## src/rtl/instr_sequencer.sv

```systemverilog
// Multi-cycle phase sequencer: emits per-phase enables (IR load, memory, RF write, PC update)
// under a run/step/halt debug interface and counts retired instructions.
module instr_sequencer #(
    parameter int unsigned CNT_W   = 32,
    parameter logic [5:0]  HALT_OP = 6'h3F
) (
    input  logic             clk,
    input  logic             rst,
    input  logic             run,
    input  logic             step,
    input  logic             halt_req,
    input  logic [5:0]       opcode,
    input  logic [1:0]       mem_op,
    input  logic [2:0]       rf_wr_in,
    output logic             ir_we,
    output logic             mem_en,
    output logic [2:0]       rf_wr,
    output logic             pc_we,
    output logic [2:0]       state,
    output logic             halted,
    output logic [CNT_W-1:0] instr_cnt
);

    typedef enum logic [2:0] {
        StHalt   = 3'd0,
        StFetch  = 3'd1,
        StDecode = 3'd2,
        StExec   = 3'd3,
        StMem    = 3'd4,
        StWb     = 3'd5
    } state_e;

    state_e           state_q, state_d;
    logic             step_mode_q, step_mode_d;
    logic             halt_pend_q, halt_pend_d;
    logic [CNT_W-1:0] instr_cnt_q, instr_cnt_d;
    logic             retire;

    always_ff @(posedge clk or posedge rst) begin
        if (rst) begin
            state_q     <= StHalt;
            step_mode_q <= 1'b0;
            halt_pend_q <= 1'b0;
            instr_cnt_q <= '0;
        end else begin
            state_q     <= state_d;
            step_mode_q <= step_mode_d;
            halt_pend_q <= halt_pend_d;
            instr_cnt_q <= instr_cnt_d;
        end
    end

    always_comb begin
        state_d     = state_q;
        step_mode_d = step_mode_q;
        retire      = 1'b0;
        unique case (state_q)
            StHalt: begin
                if (run) begin
                    state_d     = StFetch;
                    step_mode_d = 1'b0;
                end else if (step) begin
                    state_d     = StFetch;
                    step_mode_d = 1'b1;
                end
            end
            StFetch: state_d = StDecode;
            StDecode: begin
                if (opcode == HALT_OP) begin
                    retire  = 1'b1;
                    state_d = StHalt;
                end else begin
                    state_d = StExec;
                end
            end
            StExec: state_d = (mem_op != 2'b00) ? StMem : StWb;
            StMem:  state_d = StWb;
            StWb: begin
                retire = 1'b1;
                // A halt_req landing in WB itself must stop at this boundary.
                if (halt_pend_q || halt_req || step_mode_q || !run) begin
                    state_d = StHalt;
                end else begin
                    state_d = StFetch;
                end
            end
            default: state_d = StHalt;
        endcase

        if (state_d == StHalt && state_q != StHalt) begin
            halt_pend_d = 1'b0;
        end else if (state_q != StHalt && halt_req) begin
            halt_pend_d = 1'b1;
        end else begin
            halt_pend_d = halt_pend_q;
        end

        instr_cnt_d = retire ? instr_cnt_q + 1'b1 : instr_cnt_q;
    end

    always_comb begin
        ir_we     = (state_q == StFetch);
        mem_en    = (state_q == StMem);
        pc_we     = (state_q == StWb) || (state_q == StDecode && opcode == HALT_OP);
        rf_wr     = (state_q == StWb) ? rf_wr_in : 3'b000;
        state     = state_q;
        halted    = (state_q == StHalt);
        instr_cnt = instr_cnt_q;
    end

endmodule

```

## config.mk

```make
export PLATFORM = sky130hd
export DESIGN_NAME = instr_sequencer
export DESIGN_NICKNAME = d
export VERILOG_FILES = /design/src/rtl/instr_sequencer.sv
export SDC_FILE = /design/constraint.sdc
export NUM_CORES = 1
export LEC_CHECK = 0
export ABC_AREA = 0
export CAP_MARGIN = 20
export CELL_PAD_IN_SITES_DETAIL_PLACEMENT = 1
export CELL_PAD_IN_SITES_GLOBAL_PLACEMENT = 2
export CORE_AREA = 2 2 74 76
export CTS_CLUSTER_SIZE = 14
export DETAILED_ROUTE_END_ITERATION = 12
export DIE_AREA = 0 0 76 78
export DONT_BUFFER_PORTS = 1
export PLACE_DENSITY_LB_ADDON = 0.1
export REMOVE_ABC_BUFFERS = 1
export SETUP_SLACK_MARGIN = 0.05
export SLEW_MARGIN = 20
export SYNTH_ARGS = -nofsm -noshare
export SYNTH_HDL_FRONTEND = slang
export SYNTH_SLANG_ARGS = --single-unit
```

## constraint.sdc

```tcl
create_clock -name clk -period 4.7 [get_ports clk]
set_clock_uncertainty 0.15 [all_clocks]
set_input_delay 0.47 -clock clk [delete_from_list [all_inputs] [get_ports clk]]
set_output_delay 0.47 -clock clk [all_outputs]
set_load 0.05 [all_outputs]
```

Word-level counts from Yosys, hierarchy flattened --
Cells that the tools add are included.
Storage, ports and cells: register bits after elaboration 37, input bits 16, output and inout port bits 42, logic and storage cells 39
Operators by class: $add $sub $neg 1, eq/ne operators 6, multiplexer cells 13, reduce and logical (&&, ||, !) cells 15
Operator list (count):
- 32-bit by 1-bit adder with 32-bit output, second input constant | 1
- 3-bit case mux with 6 select lines | 1
- 3-bit two-way mux | 3
- 1-bit two-way mux | 7
- 3-bit by 2-bit equality test with 1-bit output, second input constant | 2
- 3-bit equality test, second input constant | 2
- 6-bit equality test, second input constant | 1
- 3-bit logical NOT | 2
- 2-bit nonzero test | 3
- 1-bit logical OR | 4
- 3-bit by 1-bit equality test with 1-bit output, second input constant | 1
- 1-bit logical AND | 3
- 3-bit nonzero test | 1
- 2-bit two-way mux | 1
- 1-bit case mux with 2 select lines | 1
- 2-bit AND reduction | 1
- 1-bit logical NOT | 1

Logic depth before layout (Yosys ltp) --
word-level depth 8, depth in mapped cells 6, mapped depth without buffers 5

Least setup slack after synthesis --
OpenSTA, ideal clock, no wires.
path type register -> output, start reg state_q[2] (netlist: state[2]), end out mem_en, arrival 2.171 ns, data required time 4.080 ns, setup slack 1.909 ns, cell stages (with the launch flop) 3, path buffers 1, cell sequence dfrtp_1 > clkbuf_1 > nor3b_1
Between the ends: longest elaborated chain between the ends 1
Ends and longest elaborated chain:
- start: declaration | line 33 | state_e state_q, state_d;
- start signal: assignment | line 41 | state_q <= StHalt;
- start signal: assignment | line 46 | state_q <= state_d;
- 3-bit equality test | line 103 | mem_en = (state_q == StMem);
- end: declaration | line 16 | output logic mem_en,
Every way passes these cells.

Final worst setup path --
start reg state_q[1] (netlist: state[1]), end out pc_we
Between the ends: longest elaborated chain between the ends 3, elaborated cells on any way between the ends 4, those cells by class 2 x eq/ne; 2 x reduce/logical
Ends and longest elaborated chain:
- 3-bit by 2-bit equality test with 1-bit output | line 104 | pc_we = (state_q == StWb) || (state_q == StDecode && opcode == HALT_OP);
- 1-bit logical AND | line 104
- 1-bit logical OR * | line 104
- end: declaration | line 18 | output logic pc_we,
Every way passes the cells marked *; elsewhere a longest branch is shown, timed or not.

==> results.toml <==
[outcome]
run_status = "completed"

[setup_path]
critPathCaptureType = "primary output"
critPathRequiredTime_ns = 4.08
r2r_end = "instr_cnt[25]"
worstSetupStartpoint = "state[1]"
crit_type = "reg -> out"
crit_end = "pc_we"
r2r-start = "instr_cnt[2]"
critPathMaxFanout = 33
arrival_ns = 2.28
start_kind = "flip-flop"
reg2reg_slack_ns = 2.34
r2r_cells = 4

[cells_and_area]
utilization_pct = 42.5
area_growth_pct = 7.19
final_area_mm2 = 0.00214
final_common_cell = "dfrtp_1"
final_cells = 248
diodes = 0
drive_gt1_share_pct = 20.8
final_cell_mix = "dfrtp_1 (37), xor2_1 (29), nor4_2 (13)"
nNetsFinal = 194

[die]
die_w_um = 76
initial_core_util_pct = 39.7
fp.dieArea_mm2 = 0.00593
core.rowCount = 26
ioPinCount = 58
core_mm2 = 0.00504
die_y_um = 78

[synth]
synth_seq_area_share_pct = 46.3
synth_area_mm2 = 0.00200
synth_edf_count = 0
synthDistinctLibCells = 38
ys_warn_count = 0
synth-seq-cells = 37
netlist_instances = 176
ys_async_sr_fraction_pct = 100
ys.flop_type = "dfrtp_1"
avgSynthCellArea_um2 = 11.4

[placed_design]
dp_hpwl_um = 3060
post_dp_cell_area_mm2 = 0.00206
place_ws_ns = 2.10
port_buffers = 0
gp_congestion = 0.747
dp_cells = 240

[global_route]
grt_max_degree = 38
grt_pass1_wl_um = 7570
grt_usage_pct = 16.0
grt_pass1_vias = 1476
overflow = 0
antenna_found_initial = 0

[clock_tree]
cts_max_path_buffers = 2
clock-root-buffer = "clkbuf_8"
cts_buffers = 5
cts_post_setup_buffers_inserted = 0
clock-sinks = 37
hold_buffers = 0
path_clk_slew_ns = 0.07
cts_resized = 0
clock_latency_ns = 0.29
cts_tree = "built"
cts.htree.levels = 2

[sta]
max_freq_mhz = 345
worst_slack_ns = 1.80
period_needed_ns = 2.90
setup_tns_ns = 0
rsz0062_at_grt = "false"
slew-limit-headroom_pct = 34.4
hold-worst-slack_ns = 0.0304
tightest_slew_ns = 0.979
setup_viol = 0
post-route-period-util_pct = 61.7
hold_violations = 0
slew_viol_final = 0

[drt]
wl_per_cell_um = 17.4
avgViaCountPerCell = 5.53
finalWirelength_um = 4310
drcViolationCount = 0
vias = 1371
drtPass1Iterations = 4
ant_nets = 0
dr.first_iter.drc_count = 54

[pwr]
fin_total_pwr_mw = 1.01
cellLeakagePower_nw = 0.766
max-vdd-ir-drop_mv = 0.283
p_per_area_mw_per_mm2 = 470

[worst_hold_path]
hold_path_class = "in -> async"

[flow_run]
cap_viol_max_count = 0
-- cell families after synthesis --
family | synth area share, %
simple gates | 31.1
buf+inv | 3.50
fa+ha+maj | 0.625
compound gates | 4.32
mux | 0.563
flops | 46.3
xor+xnor | 13.6
-- power by group --
part           total [mW]  switching [mW]  internal (mW)
Clock               0.213           0.111          0.103
Sequential          0.548           0.192          0.356
Combinational       0.247           0.168         0.0794
Total                1.01           0.470          0.539
-- registers in the layout (all words and copies together) (netlist names) --
register / cells
step_mode_q: 1
instr_cnt: 32
state: 3
halt_pend_q: 1
-- worst min-delay path by stage --
stage                    endpoint  cells past startpoint  slack (ns)
floorplan             step_mode_q                      2        0.34
CTS                  instr_cnt[9]                      2        0.05
global route             state[1]                      2        0.08
finish              instr_cnt[13]                      2        0.03
detailed placement  instr_cnt[13]                      2        0.36
global placement     instr_cnt[3]                      2        0.36
-- metal layers --
metal  vias up  GRT usage (%)  routed length [µm]
li1        628              -                   -
met1       691           19.9                1900
met2        46           25.9                2050
met3         6           5.70                 300
met4         0           5.45                  57
met5         -              0                   0
-- cells in the mapped netlist (3+ instances only) --
master	count	area (µm²)
nand3_1	7	35.0
xor2_1	29	254
nor3b_1	3	22.5
dfrtp_1	37	926
and4_1	3	26.3
nor4_2	13	163
nor2_1	4	15.0
a21oi_1	5	25.0
nor4b_2	5	75.1
nand4_1	4	25.0
and3_1	9	56.3
nor3_1	10	50.1
nand2_1	11	41.3
inv_1	5	18.8
-- critical path: stages (launching register included) --
cell	delay [ns]
dfrtp_1	0.86
nand2b_4	0.11
o41a_4	0.59
inv_1	0.42
-- layout make-up --
| class | count | area [µm²] |
|---|---|---|
| Clock buffer | 6 | 72.6 |
| Clock inverter | 2 | 10.0 |
| Fill cell | 566 | 2900 |
| Inverter | 5 | 18.8 |
| Multi-Input combinational cell | 126 | 1010 |
| Sequential cell | 37 | 926 |
| Tap cell | 70 | 87.6 |
| Timing Repair Buffer | 2 | 15.0 |
(Power assumes the default switching activity.)
==> edit: new RTL, same flow settings <==
Make the reset (`rst`) synchronous in one clocked block.
--- a/src/rtl/instr_sequencer.sv
+++ b/src/rtl/instr_sequencer.sv
@@ -36,7 +36,7 @@
     logic [CNT_W-1:0] instr_cnt_q, instr_cnt_d;
     logic             retire;
 
-    always_ff @(posedge clk or posedge rst) begin
+    always_ff @(posedge clk) begin
         if (rst) begin
             state_q     <= StHalt;
             step_mode_q <= 1'b0;
Behaviour: differs if rst is asserted again (counterexample within 4 cycles, from zero or initial values and one cycle with rst high); with rst held inactive, the same outputs for 10 cycles.
==> edit against the unedited design <==
Routed wire length is 6.4% higher; critical path depth grew 1; area after synthesis shrank 5.9%; global-route usage rose by 0.51 points; worst setup slack got worse by 0.33 ns; synthesized cell count is 27% higher; first-iteration DRC count rose by 7.4%; cell area decreased by 6.2%; sequential share of layout area fell by 6.4 points; sequential cell count unchanged; critical path type unchanged.
Power is not compared: it rests on default switching activity, and its combinational part moved more than twofold at a synthesized area within 25%.
==> edit: results <==
export IMPL_ys_seq_area_share_pct=39.3
export IMPL_yosysUniqueCellTypes=42
export IMPL_slew_headroom_pct=33.9
export IMPL_rr_endpoint="instr_cnt[31]"
export IMPL_r2r_start="state[2]"
export IMPL_cp_slowest_stage_delay_ns=0.88
export IMPL_ff2ff_path_depth=5
export IMPL_slowest_stage="dfxtp_1"
export IMPL_detail_route_iter0_violations=58
export IMPL_ys_top_cells_by_area="dfxtp_1 39%, xor2_1 5.6%, a21oi_1 5.0%"
export IMPL_min_delay_start="rst"
export IMPL_worst_path_max_fanout=21
export IMPL_async_flop_share_pct=0
export IMPL_largest_register_ffs=32
export IMPL_layout_cells_non_filler=289
export IMPL_drt_total_wl_um=4580
export IMPL_crit_arrival_ns=2.60
export IMPL_grt_pass1_vias=1657
export IMPL_avgViaCountPerCell=5.66
export IMPL_grt_pass1_wl_um=7960
export IMPL_gp_congestion=0.714
export IMPL_placed_cells=281
export IMPL_grt_util_all_layers_pct=16.5
export IMPL_nFillCells=611
export IMPL_grt_start_max_net_pins=39
export IMPL_cts_resized=0
export IMPL_final_layout_size_suffix_gt1_share_pct=9.59
export IMPL_outcome="finished, final reports clean"
export IMPL_synth_commonest_cells="37 x dfxtp_1, 23 x nor2_1, 19 x a21oi_1, 16 x o21ai_0, 15 x or3_1"
export IMPL_dr_pass1_iters=4
edit: cell count changes after synthesis, moves of 8 or more:
| cell | before | now |
|---|---|---|
| o21ai_0 | 1 | 16 |
| a21oi_1 | 5 | 19 |
| or3_1 | 0 | 15 |
| nor2_1 | 4 | 23 |
| nor4_2 | 13 | 2 |
| xor2_1 | 29 | 12 |
| and3_1 | 9 | 1 |
| dfrtp_1 | 37 | 0 |
| dfxtp_1 | 0 | 37 |
edit: cell type report:
type                            instances  area, um2  area share (%)
Clock buffer                            6       72.6            3.61
Clock inverter                          2       10.0           0.498
Inverter                                8       30.0            1.49
Multi-Input combinational cell        166       1070            53.2
Sequential cell                        37        741            36.8
Tap cell                               70       87.6            4.35
edit: stage by stage:
stage               instance area (um2)  worst slack (ns)  power [W]  util, %  hold slack (ns)
CTS                                2010              1.46   0.000723     39.9           0.0843
global placement                   1930              1.76   0.000503     38.3            0.351
detailed placement                 1930              1.65   0.000505     38.3            0.371
global route                       2010              1.26   0.000750     39.9           0.0766
floorplan                          1830              1.97   0.000485        -            0.338
finish                             2010              1.48   0.000714     39.9           0.0968
edit: worst register-to-register path: stages (launching register included):
cell	delay, ns
dfxtp_1	0.88
inv_1	0.20
nor2_2	0.67
o211ai_2	0.38
or4_1	0.56
a21oi_1	0.15
edit: logic make-up after synthesis:
group	after synthesis	synth area share [%]
adder cells (fa/ha/maj)	1	0.664
AO/OA/AOI/OAI	60	19.9
XOR/XNOR	15	6.98
buffers and inverters	20	4.32
AND/OR/NAND/NOR	90	28.8
flip-flops	37	39.3
edit: worst max path at each step:
stage	start	end	depth (start not counted)
after floorplan	state[2]	mem_en	2
after global placement	state[2]	instr_cnt[31]	5
after detailed placement	state[2]	instr_cnt[31]	5
after CTS	state[2]	pc_we	4
after global routing	state[2]	pc_we	4
final	state[2]	pc_we	4
edit: power by group through the flow:
stage | Combinational, W | Clock [W] | Sequential [W]
6_report | 0.000113 | 0.000216 | 0.000385
5_1_grt | 0.000121 | 0.000241 | 0.000388
3_3_place_gp | 0.000113 | 0 | 0.000390
4_1_cts | 0.000114 | 0.000225 | 0.000385
3_5_place_dp | 0.000113 | 0 | 0.000392
2_1_floorplan | 0.000102 | 0 | 0.000383
edit: per-layer routing:
layer	vias to the layer above	part of all wire (%)	global-route usage (%)	routed length (um)
met5	-	0	0	0
met4	0	0.96	5.64	44
met3	5	7.1	5.81	323
met2	47	49	28.5	2270
met1	786	43	19.0	1950
li1	799	-	-	-
